`src/rtl/pwm_mixer_n_if.sv`:
```
// pwm_mixer_n_if: encoder inputs and PWM/level outputs of the PWM mixer
`timescale 1ns/1ps
interface pwm_mixer_n_if #(
  parameter int CHANNELS = 3,
  parameter int WIDTH    = 8
);
  logic [CHANNELS-1:0]       enc_a;
  logic [CHANNELS-1:0]       enc_b;
  logic [CHANNELS-1:0]       pwm_out;
  logic [CHANNELS*WIDTH-1:0] level_out;
  logic                      period_start;
  modport master(output enc_a, enc_b, input pwm_out, level_out, period_start);
  modport slave(input enc_a, enc_b, output pwm_out, level_out, period_start);
endinterface

```
`src/rtl/pwm_mixer_n.sv`:
```
// pwm_mixer_n: debounced quadrature encoders driving per-channel levels and shadowed PWM outputs
`timescale 1ns/1ps
module pwm_mixer_n #(
  parameter int CHANNELS = 3,
  parameter int WIDTH    = 8,
  parameter int HIST_LEN = 8,
  parameter int SATURATE = 1,
  parameter int STEP     = 1
) (
  input logic clk,
  input logic reset_n,
  pwm_mixer_n_if.slave bus
);
  localparam logic [WIDTH-1:0] MAX    = '1;
  localparam logic [WIDTH:0]   STEP_W = (WIDTH+1)'(STEP);
  logic [WIDTH-1:0] cnt;
  // shared free-running period counter
  always_ff @(posedge clk or negedge reset_n)
    if (!reset_n) cnt <= '0;
    else cnt <= cnt + 1'b1;
  assign bus.period_start = cnt == '0;
  for (genvar i = 0; i < CHANNELS; i++) begin : g_ch
    logic [HIST_LEN-1:0] hist_a, hist_b, ha_n, hb_n;
    logic                deb_a, deb_b, a_q;
    logic [WIDTH-1:0]    level, duty, up_v, dn_v;
    logic [WIDTH:0]      sum, diff;
    assign ha_n = {hist_a[HIST_LEN-2:0], bus.enc_a[i]};
    assign hb_n = {hist_b[HIST_LEN-2:0], bus.enc_b[i]};
    assign sum  = {1'b0, level} + STEP_W;
    assign diff = {1'b0, level} - STEP_W;
    assign up_v = (SATURATE != 0 && sum[WIDTH]) ? MAX : sum[WIDTH-1:0];
    assign dn_v = (SATURATE != 0 && diff[WIDTH]) ? '0 : diff[WIDTH-1:0];
    // debounce, detent decode, level update and duty shadow load at period wrap
    always_ff @(posedge clk or negedge reset_n)
      if (!reset_n) begin
        hist_a <= '0;
        hist_b <= '0;
        deb_a  <= 1'b0;
        deb_b  <= 1'b0;
        a_q    <= 1'b0;
        level  <= '0;
        duty   <= '0;
      end else begin
        hist_a <= ha_n;
        hist_b <= hb_n;
        deb_a  <= &ha_n ? 1'b1 : (~|ha_n ? 1'b0 : deb_a);
        deb_b  <= &hb_n ? 1'b1 : (~|hb_n ? 1'b0 : deb_b);
        a_q    <= deb_a;
        if (deb_a && !a_q) level <= deb_b ? dn_v : up_v;
        if (cnt == MAX) duty <= level;
      end
    assign bus.pwm_out[i]                 = cnt < duty;
    assign bus.level_out[i*WIDTH +: WIDTH] = level;
  end
endmodule

```
`src/flat_wrapper.sv`:
```
// flat-port wrapper written by rule: the top's interface ports become plain ports
module pwm_mixer_n_flat 
#(
  parameter int CHANNELS = 3,
  parameter int WIDTH    = 8,
  parameter int HIST_LEN = 8,
  parameter int SATURATE = 1,
  parameter int STEP     = 1
)
  (clk, reset_n, bus_enc_a, bus_enc_b, bus_pwm_out, bus_level_out, bus_period_start);
  pwm_mixer_n_if #(.CHANNELS(CHANNELS), .WIDTH(WIDTH)) bus_i ();
  input logic clk;
  input logic reset_n;
  input wire logic [$bits(bus_i.enc_a)-1:0] bus_enc_a;
  input wire logic [$bits(bus_i.enc_b)-1:0] bus_enc_b;
  output wire logic [$bits(bus_i.pwm_out)-1:0] bus_pwm_out;
  output wire logic [$bits(bus_i.level_out)-1:0] bus_level_out;
  output wire logic [$bits(bus_i.period_start)-1:0] bus_period_start;
  assign bus_i.enc_a = bus_enc_a;
  assign bus_i.enc_b = bus_enc_b;
  assign bus_pwm_out = bus_i.pwm_out;
  assign bus_level_out = bus_i.level_out;
  assign bus_period_start = bus_i.period_start;
  pwm_mixer_n #(.CHANNELS(CHANNELS), .WIDTH(WIDTH), .HIST_LEN(HIST_LEN), .SATURATE(SATURATE), .STEP(STEP)) u_core (.clk(clk), .reset_n(reset_n), .bus(bus_i));
endmodule
```
`config.mk`:
```
export PLATFORM = sky130hd
export DESIGN_NAME = pwm_mixer_n_flat
export DESIGN_NICKNAME = d
export VERILOG_FILES = /design/src/rtl/pwm_mixer_n_if.sv /design/src/rtl/pwm_mixer_n.sv /design/src/flat_wrapper.sv
export SDC_FILE = /design/constraint.sdc
export NUM_CORES = 1
export LEC_CHECK = 0
export BUFFER_PORTS_ARGS = -buffer_cell sky130_fd_sc_hd__buf_4
export CORE_MARGIN = 2
export CORE_UTILIZATION = 61
export DETAILED_ROUTE_END_ITERATION = 10
export PLACE_DENSITY = 0.8
export SYNTH_ARGS = -nofsm -noshare
export SYNTH_HDL_FRONTEND = slang
export SYNTH_SLANG_ARGS = --single-unit
export TNS_END_PERCENT = 1
```
`constraint.sdc`:
```
create_clock -name clk -period 2.34 [get_ports clk]
set_input_delay 0.468 -clock clk [delete_from_list [all_inputs] [get_ports clk]]
set_output_delay 0.468 -clock clk [all_outputs]
set_load 0.03 [all_outputs]
```
# After elaboration in Yosys (flattened, before gate mapping)
# Index checks and enable logic that the tools add are counted.
# Widths: inputs -> output; s select.
word_totals:
  output_inout_bits: 28
  ff_bits: 107
op_classes:
  magnitude_cmp: 3
  eq_ne: 7
  reduce_logical: 19
  n_addsub: 7
  mux: 21
ops:
  columns: ["operator", "count"]
  rows:
  - ["$mux 8", 9]
  - ["$reduce_and 8->1", 6]
  - ["$reduce_or 8->1", 6]
  - ["$add 8x1->9 const B", 3]
  - ["$sub 8x1->9 const B", 3]
  - ["$lt 8x8->1", 3]
  - ["$mux 1", 12]
  - ["$ne 2x1->1 const B", 6]
  - ["$add 8x1->8 const B", 1]
  - ["$eq 8x8->1 const B", 1]
  - ["$logic_not 8->1", 1]
  - ["$logic_and 1x1->1", 3]
  - ["$logic_not 1->1", 3]

# Depth between registers and ports, before layout
# Gate-level depths: netlist of run 1.
depth:
  word_depth: 3
  depth_mapped: 7
  depth_no_buf: 6

# Worst setup path after synthesis of run 1
# OpenSTA, ideal clock, no wires.
synth_timing:
  path_type: "register -> output"
  start: "reg u_core.cnt[1]"
  end: "out bus_period_start"
  setup_slack_ns: -0.228
  stages_incl_launch_ff: 5
  t_arrival_ns: 2.100
  required_time_ns: 1.872
  cell_sequence: "dfrtp_1 -> inv_1 -> ha_1 -> or4b_2 -> nor4_1"
synth_between:
  elab_chain_cells: 1
synth_rtl:
  columns: ["item", "line_no", "source"]
  rows:
  - ["from (decl)", "pwm_mixer_n.sv:16", "logic [WIDTH-1:0] cnt;"]
  - ["from (signal assigned)", "pwm_mixer_n.sv:20", "else cnt <= cnt + 1'b1;"]
  - ["$logic_not 8->1", "pwm_mixer_n.sv:21", "assign bus.period_start = cnt == '0;"]
  - ["to (decl)", "flat_wrapper.sv:18", "output wire logic [$bits(bus_i.period_start)-1:0] bus_period_start;"]
# No other way between the ends.

# Final worst setup path of run 1
layout_timing:
  start: "reg u_core.cnt[4]"
  end: "out bus_pwm_out[1]"
layout_between:
  elab_chain_cells: 1
layout_rtl:
  columns: ["item", "line_no", "source"]
  rows:
  - ["$lt 8x8->1", "pwm_mixer_n.sv:52", "assign bus.pwm_out[i] = cnt < duty;"]
  - ["to (decl)", "flat_wrapper.sv:16", "output wire logic [$bits(bus_i.pwm_out)-1:0] bus_pwm_out;"]
# No other way between the ends.

==> metrics.md, run 1 <==
| Metric | Value |
|---|---|
| Status | finished with violations |
| Failing checks | negative setup slack |
| CTS tree | done |
| Register area | 0.00268 sq mm |
| H-tree depth | 3 |
| Final worst path period need | 2400 ps |
| Total vias in the final route | 4,227 |
| GP Congestion | 0.961 |
| Core area | 0.00864 sq mm |
| Reg power frac | 0.456 |
| Final hold vios | 0 |
| Worst hold slack | 49.6 ps |
| Post-synth top area share | 0.496 |
| CTS buffer count | 9 |
| DR vias/cell | 6.38 |
| Worst Path Arrival | 1930 ps |
| Yosys cell types | 70 |
| Post-route cell area | 0.00613 sq mm |
| M1 WL | 5.05 mm |
| Critical path class | reg2out |
| Die ar. | 0.00961 sq mm |
| Vias in the first global route | 4,152 |
| Main flop type after synthesis | dfrtp_1 |
| Initial Utilization | 0.625 |
| HP Class | in2async |
| Std-Cell Rows | 34 |
| Largest net degree at the start of global routing | 47 |
| DRT iter0 DRCs | 194 |
| Post-DRT Antenna Nets | 0 |
| NetSw | 2290 uW |
| Layout cells sized above 1 | 0.229 |
| Hpwl dp | 7.62 mm |
| WP data required | 1870 ps |
| Area of the mapped netlist | 0.00539 sq mm |
| RSZ-0062 raised after global routing | true |
| Nets | 589 |
| Met2 WL | 5.49 mm |
| Max Cap Viol | 0 |
| Register area share after synthesis | 0.496 |
| Clk buf depth | 2 |
| GRT Total Usage | 0.246 |
| Worst setup SP type | flip-flop |
| Yosys reg bits | 107 |
| Tcrit/Tclk final | 1.02 |
| Fin cells | 663 |
| Top cells by area, synth | dfrtp_1, ha_1, mux2_2, o21ai_0, inv_1 |
| Placed Area | 0.00580 sq mm |
| Antenna Cells | 0 |
| Gate Count Post-Synth | 507 |
| Total gr overflow | 0 |
| WL met3 | 734 um |
| Drt first pass iters | 6 |
| DRC | 0 |
| CP Capture Type | output port |
| Routed WL | 11.5 mm |
| Total power | 5490 uW |
| Static Leakage | 0.00267 uW |
| Placed insts | 641 |
| Final setup TNS | -88.6 ps |
| Die Wd | 98.0 um |
| Synth area leader | dfrtp_1 |
| Number of synthesized flops with an enable pin | 0 |
| Most frequent cells in the layout | dfrtp_1, buf_4, inv_1, o21ai_0, nand3_1 |
| Die span in y | 98.0 um |
| Ports | 36 |
| Clk Latency, worst-skew pair | 370 ps |
| Combinational group share of total power | 0.360 |
| Initial antenna violation count | 0 |
| Area added between synthesis and finish | 13.7% |
| Switching Fraction | 0.416 |
| Power Dens Cells | 896 mW/mm^2 |
| Int Power | 3210 uW |
| Setup ws final | -57.9 ps |
| I/O Buffers | 35 |
| Worst slew pin tran | 653 ps |
| Syn Nets | 544 |
| DR top layer | met4 |
| Clock transition at path regs | 100 ps |
| Synth warn | 0 |
| Relative slew margins | 0.564 |
| Critical path fanouts, max | 7 |
| Commonest non-fill, non-tap cell in the layout | dfrtp_1 |
| Clk root buf | clkbuf_8 |
| Clk network pwr share | 0.183 |
| # fillers | 600 |
| Clk sinks | 107 |
| Fmax | 0.417 GHz |
| Maximum VDD drop | 0.719 mV |
| Hold Buf Count CTS | 0 |
| First-pass GRT wire length | 19.5 mm |
| Post-Syn Area per Cell | 10.6 sq um |
| Asr flop ratio synth | 1.00 |
| DR WL/cell | 17.3 um |
| Skew final | 6.65 ps |
| Final Max Slew Viols | 0 |
| Multi-input gate area in the final layout | 0.00255 sq mm |
| Final setup viols | 3 |
-- critical path, cell delays in order (launching register included) --
cell and delay, ps:
dfrtp_2 510, ha_4 240, a21o_1 170, a21oi_1 140, o31ai_1 90, a31oi_1 200, buf_4 190
-- flip-flops by register name, indices dropped and copies added (netlist names) --
name,cells
u_core.g_ch.deb_b,3
u_core.g_ch.level,24
u_core.g_ch.hist_a,21
u_core.g_ch.deb_a,3
u_core.cnt,8
u_core.g_ch.duty,24
u_core.g_ch.a_q,3
u_core.g_ch.hist_b,21
-- metal layers --
metal | up-vias | global-route usage
met4 | 0 | 0.0673
li1 | 1958 | -
met3 | 23 | 0.0515
met2 | 183 | 0.394
met5 | - | 0
met1 | 2063 | 0.344
-- cells by family after synthesis --
group,after synthesis,share of synthesized area
simple gates,156,0.165
compound gates,116,0.150
flops,107,0.496
buf+inv,63,0.0520
mux,29,0.0580
fa+ha+maj,29,0.0673
xor+xnor,7,0.0114
-- final timing paths --
kind / start / to / slack, ps / cells after the start
max: u_core.cnt[4] / bus_pwm_out[1] / -60 / 6
min: reset_n / u_core.g_ch[2].level[6] / 50 / 1
max reg2reg: u_core.g_ch[2].level[1] / u_core.g_ch[2].level[3] / 120 / 6
min reg2reg: u_core.g_ch[2].hist_a[4] / u_core.g_ch[2].hist_a[5] / 380 / 0
max in group asynchronous: reset_n / u_core.g_ch[2].hist_a[6] / 1590 / 2
min in group clk: bus_enc_b[0] / u_core.g_ch[0].hist_b[0] / 220 / 1
-- power by group through the flow --
stage / combinational (uW) / clock, uW / sequential, uW
global placement: 1910 / 0 / 2500
floorplan: 1070 / 0 / 2680
finish: 1980 / 1010 / 2510
CTS: 1950 / 1040 / 2480
global route: 2130 / 1090 / 2550
detailed placement: 1940 / 0 / 2520
-- synth_stat cells, types with 4 or more instances --
cell type	instances
dfrtp_1	107
mux2i_1	11
nor4_1	9
a211oi_1	4
mux2_2	18
nand3_1	27
inv_1	36
nand4_1	13
nor3_1	10
clkbuf_1	12
xnor2_1	4
a21o_1	9
a21oi_1	20
o31ai_1	4
nor2_1	24
o311ai_0	4
o211ai_1	10
or4_1	9
ha_1	29
a31oi_1	7
nand2_1	23
nand2b_1	6
buf_2	8
o21ai_0	29
-- layout make-up --
class                      instances  area share
sequential                       107       0.437
clock buffer                       9      0.0202
multi-input combinational        337       0.415
clock inverter                     5     0.00633
timing repair buffer              61      0.0767
inverter                          36      0.0220
tap                              108      0.0220
-- repair_timing --
item | 4_1_cts | 5_1_grt
endpoints found under the setup margin | 4 | 5
hold endpoints to repair | 0 | 0
buffers inserted | 7 | 1
pin swaps | 6 | 3
gates resized for setup | 10 | 6
-- metrics by stage --
step / worst slack (ps) / utilization
floorplan: 110 / -
global placement: 262 / 0.672
detailed placement: 144 / 0.672
CTS: -49.4 / 0.705
global route: -154 / 0.710
finish: -57.9 / 0.710
Power figures use the tool's default switching activity.
==> run 2: changes to the inputs <==
--- a/config.mk
+++ b/config.mk
@@ -9,6 +9,7 @@
 export CORE_MARGIN = 2
 export CORE_UTILIZATION = 61
 export DETAILED_ROUTE_END_ITERATION = 10
+export HOLD_SLACK_MARGIN = 0.06
 export PLACE_DENSITY = 0.8
 export SYNTH_ARGS = -nofsm -noshare
 export SYNTH_HDL_FRONTEND = slang
==> metrics.md, run 2 (same netlist as run 1, synthesis figures left out) <==
| Metric | Value |
|---|---|
| Status | finished with violations (unchanged) |
| Failing checks | negative setup slack (unchanged) |
| Max Cap Viol | 0 (unchanged) |
| Critical path fanouts, max | 7 (unchanged) |
| Final Max Slew Viols | 0 (unchanged) |
| Total power | 5490 uW (about the same) |
| Largest net degree at the start of global routing | 47 (unchanged) |
| HP Class | in2reg (was in2async) |
| Nets | 590 (was 589) |
| # fillers | 599 (was 600) |
| R2R Path End | u_core.g_ch[2].level[3] (unchanged) |
| Die span in y | 98.0 um (unchanged) |
| Final setup TNS | -90.3 ps (was -88.6 ps) |
| Die ar. | 0.00961 sq mm (unchanged) |
| Initial Utilization | 0.625 (unchanged) |
| Most frequent cells in the layout | dfrtp_1, buf_4, inv_1, o21ai_0, nand3_1 (unchanged) |
| CP Capture Type | output port (unchanged) |
| Maximum VDD drop | 0.717 mV (was 0.719 mV) |
| DRT iter0 DRCs | 225 (was 194) |
| Vias in the first global route | 4,152 (unchanged) |
| Clk root buf | clkbuf_8 (unchanged) |
| WP data required | 1870 ps (about the same) |
| H-tree depth | 3 (unchanged) |
| Relative slew margins | 0.567 (was 0.564) |
| Multi-input gate area in the final layout | 0.00255 sq mm (unchanged) |
| GRT Total Usage | 0.246 (unchanged) |
| Clock transition at path regs | 100 ps (about the same) |
| Hold-critical path endpoint | u_core.g_ch[0].hist_b[0] |
| Final hold vios | 0 (unchanged) |
| Register area | 0.00268 sq mm (unchanged) |
| Clk sinks | 107 (unchanged) |
| GP Congestion | 0.961 (unchanged) |
| Initial antenna violation count | 0 (unchanged) |
| Total gr overflow | 0 (unchanged) |
| Setup ws final | -57.9 ps (about the same) |
| Static Leakage | 0.00268 uW (was 0.00267 uW) |
| Core area | 0.00864 sq mm (unchanged) |
| Power Dens Cells | 895 mW/mm^2 (was 896 mW/mm^2) |
| Total vias in the final route | 4,210 (was 4,227) |
| Hpwl dp | 7.62 mm (unchanged) |
| R2r setup slk | 120 ps (about the same) |
| CTS tree | done (unchanged) |
| I/O Buffers | 35 (unchanged) |
| Final worst path period need | 2400 ps (about the same) |
| Worst setup SP type | flip-flop (unchanged) |
| Die Wd | 98.0 um (unchanged) |
| Std-Cell Rows | 34 (unchanged) |
| Skew final | 5.53 ps (was 6.65 ps) |
| RSZ-0062 raised after global routing | true (unchanged) |
| Routed WL | 11.4 mm (was 11.5 mm) |
| Drt first pass iters | 5 (was 6) |
| CTS buffer count | 9 (unchanged) |
| DRC | 0 (unchanged) |
| Worst Path Arrival | 1930 ps (about the same) |
| DR vias/cell | 6.34 (was 6.38) |
| Hold Path Origin | bus_enc_b[0] |
| Fmax | 0.417 GHz (unchanged) |
| Area added between synthesis and finish | 13.8% (was 13.7%) |
| Commonest non-fill, non-tap cell in the layout | dfrtp_1 (unchanged) |
| Worst R2R Path Depth | 6 (unchanged) |
| Final setup viols | 3 (unchanged) |
| First-pass GRT wire length | 19.5 mm (unchanged) |
| Tcrit/Tclk final | 1.02 (about the same) |
| Antenna Cells | 0 (unchanged) |
| DR WL/cell | 17.2 um (was 17.3 um) |
| Worst slew pin tran | 649 ps (was 653 ps) |
| Critical path class | reg2out (unchanged) |
| Clk buf depth | 2 (unchanged) |
| Clk Latency, worst-skew pair | 370 ps (about the same) |
| Layout cells sized above 1 | 0.228 (was 0.229) |
| Hold Crit Depth | 1 |
| Post-DRT Antenna Nets | 0 (unchanged) |
| R2R Path Start | u_core.g_ch[2].level[1] (unchanged) |
| Regs by FF count | u_core.g_ch.duty (24), u_core.g_ch.level (24) (unchanged) |
| Ports | 36 (unchanged) |
run 2: cell count changes in the layout (fill, tap and decap cells not counted):
cell / previous run / this run
dlygate4sd3_1: 0 / 1
run 2: layout make-up:
cell class                      count  area share
Clock buffer                        9      0.0202
Clock inverter                      5     0.00632
Inverter                           36      0.0220
Multi-Input combinational cell    337       0.415
Sequential cell                   107       0.437
Tap cell                          108      0.0220
Timing Repair Buffer               62      0.0782
run 2: metrics by stage:
stage / utilization / area, sq um / instances / hold slack, ps / setup WS [ps]
after floorplan: - / 5400 / 507 / 172 / 110
after global placement: 0.672 / 5800 / 641 / 354 / 262
after detailed placement: 0.672 / 5800 / 641 / 363 / 144
after CTS: 0.706 / 6100 / 663 / 209 / -49.4
after global routing: 0.711 / 6140 / 664 / 202 / -154
final: 0.711 / 6140 / 664 / 218 / -57.9
run 2: worst max path at each step:
stage	start	end	cells past startpoint
floorplan	u_core.cnt[1]	bus_period_start	4
global placement	u_core.cnt[4]	bus_pwm_out[1]	6
detailed placement	u_core.g_ch[2].level[1]	u_core.g_ch[2].level[3]	6
CTS	u_core.cnt[1]	bus_period_start	5
global route	u_core.cnt[5]	bus_pwm_out[2]	5
finish	u_core.cnt[4]	bus_pwm_out[1]	6
run 2: repair_timing:
action,4_1_cts,5_1_grt
resized for setup,10,6
buffers inserted,7,1
setup endpoints to repair,4,5
hold endpoints to repair,1,0
hold buffers,1,0
pin swaps,6,3
run 2: where the power goes:
part	total (uW)	switching, uW	internal, uW
logic	1980	1220	761
clock network	1010	623	383
registers	2510	445	2060
run 2: routing by layer:
layer / track usage / wire length [um]
met1: 0.344 / 5080
met2: 0.394 / 5490
met3: 0.0515 / 676
met4: 0.0673 / 188
met5: 0 / 0
run 2: critical path, stage by stage, from the launching register on:
cell and delay, ps:
dfrtp_2 510, ha_4 240, a21o_1 170, a21oi_1 140
o31ai_1 90, a31oi_1 200, buf_4 190
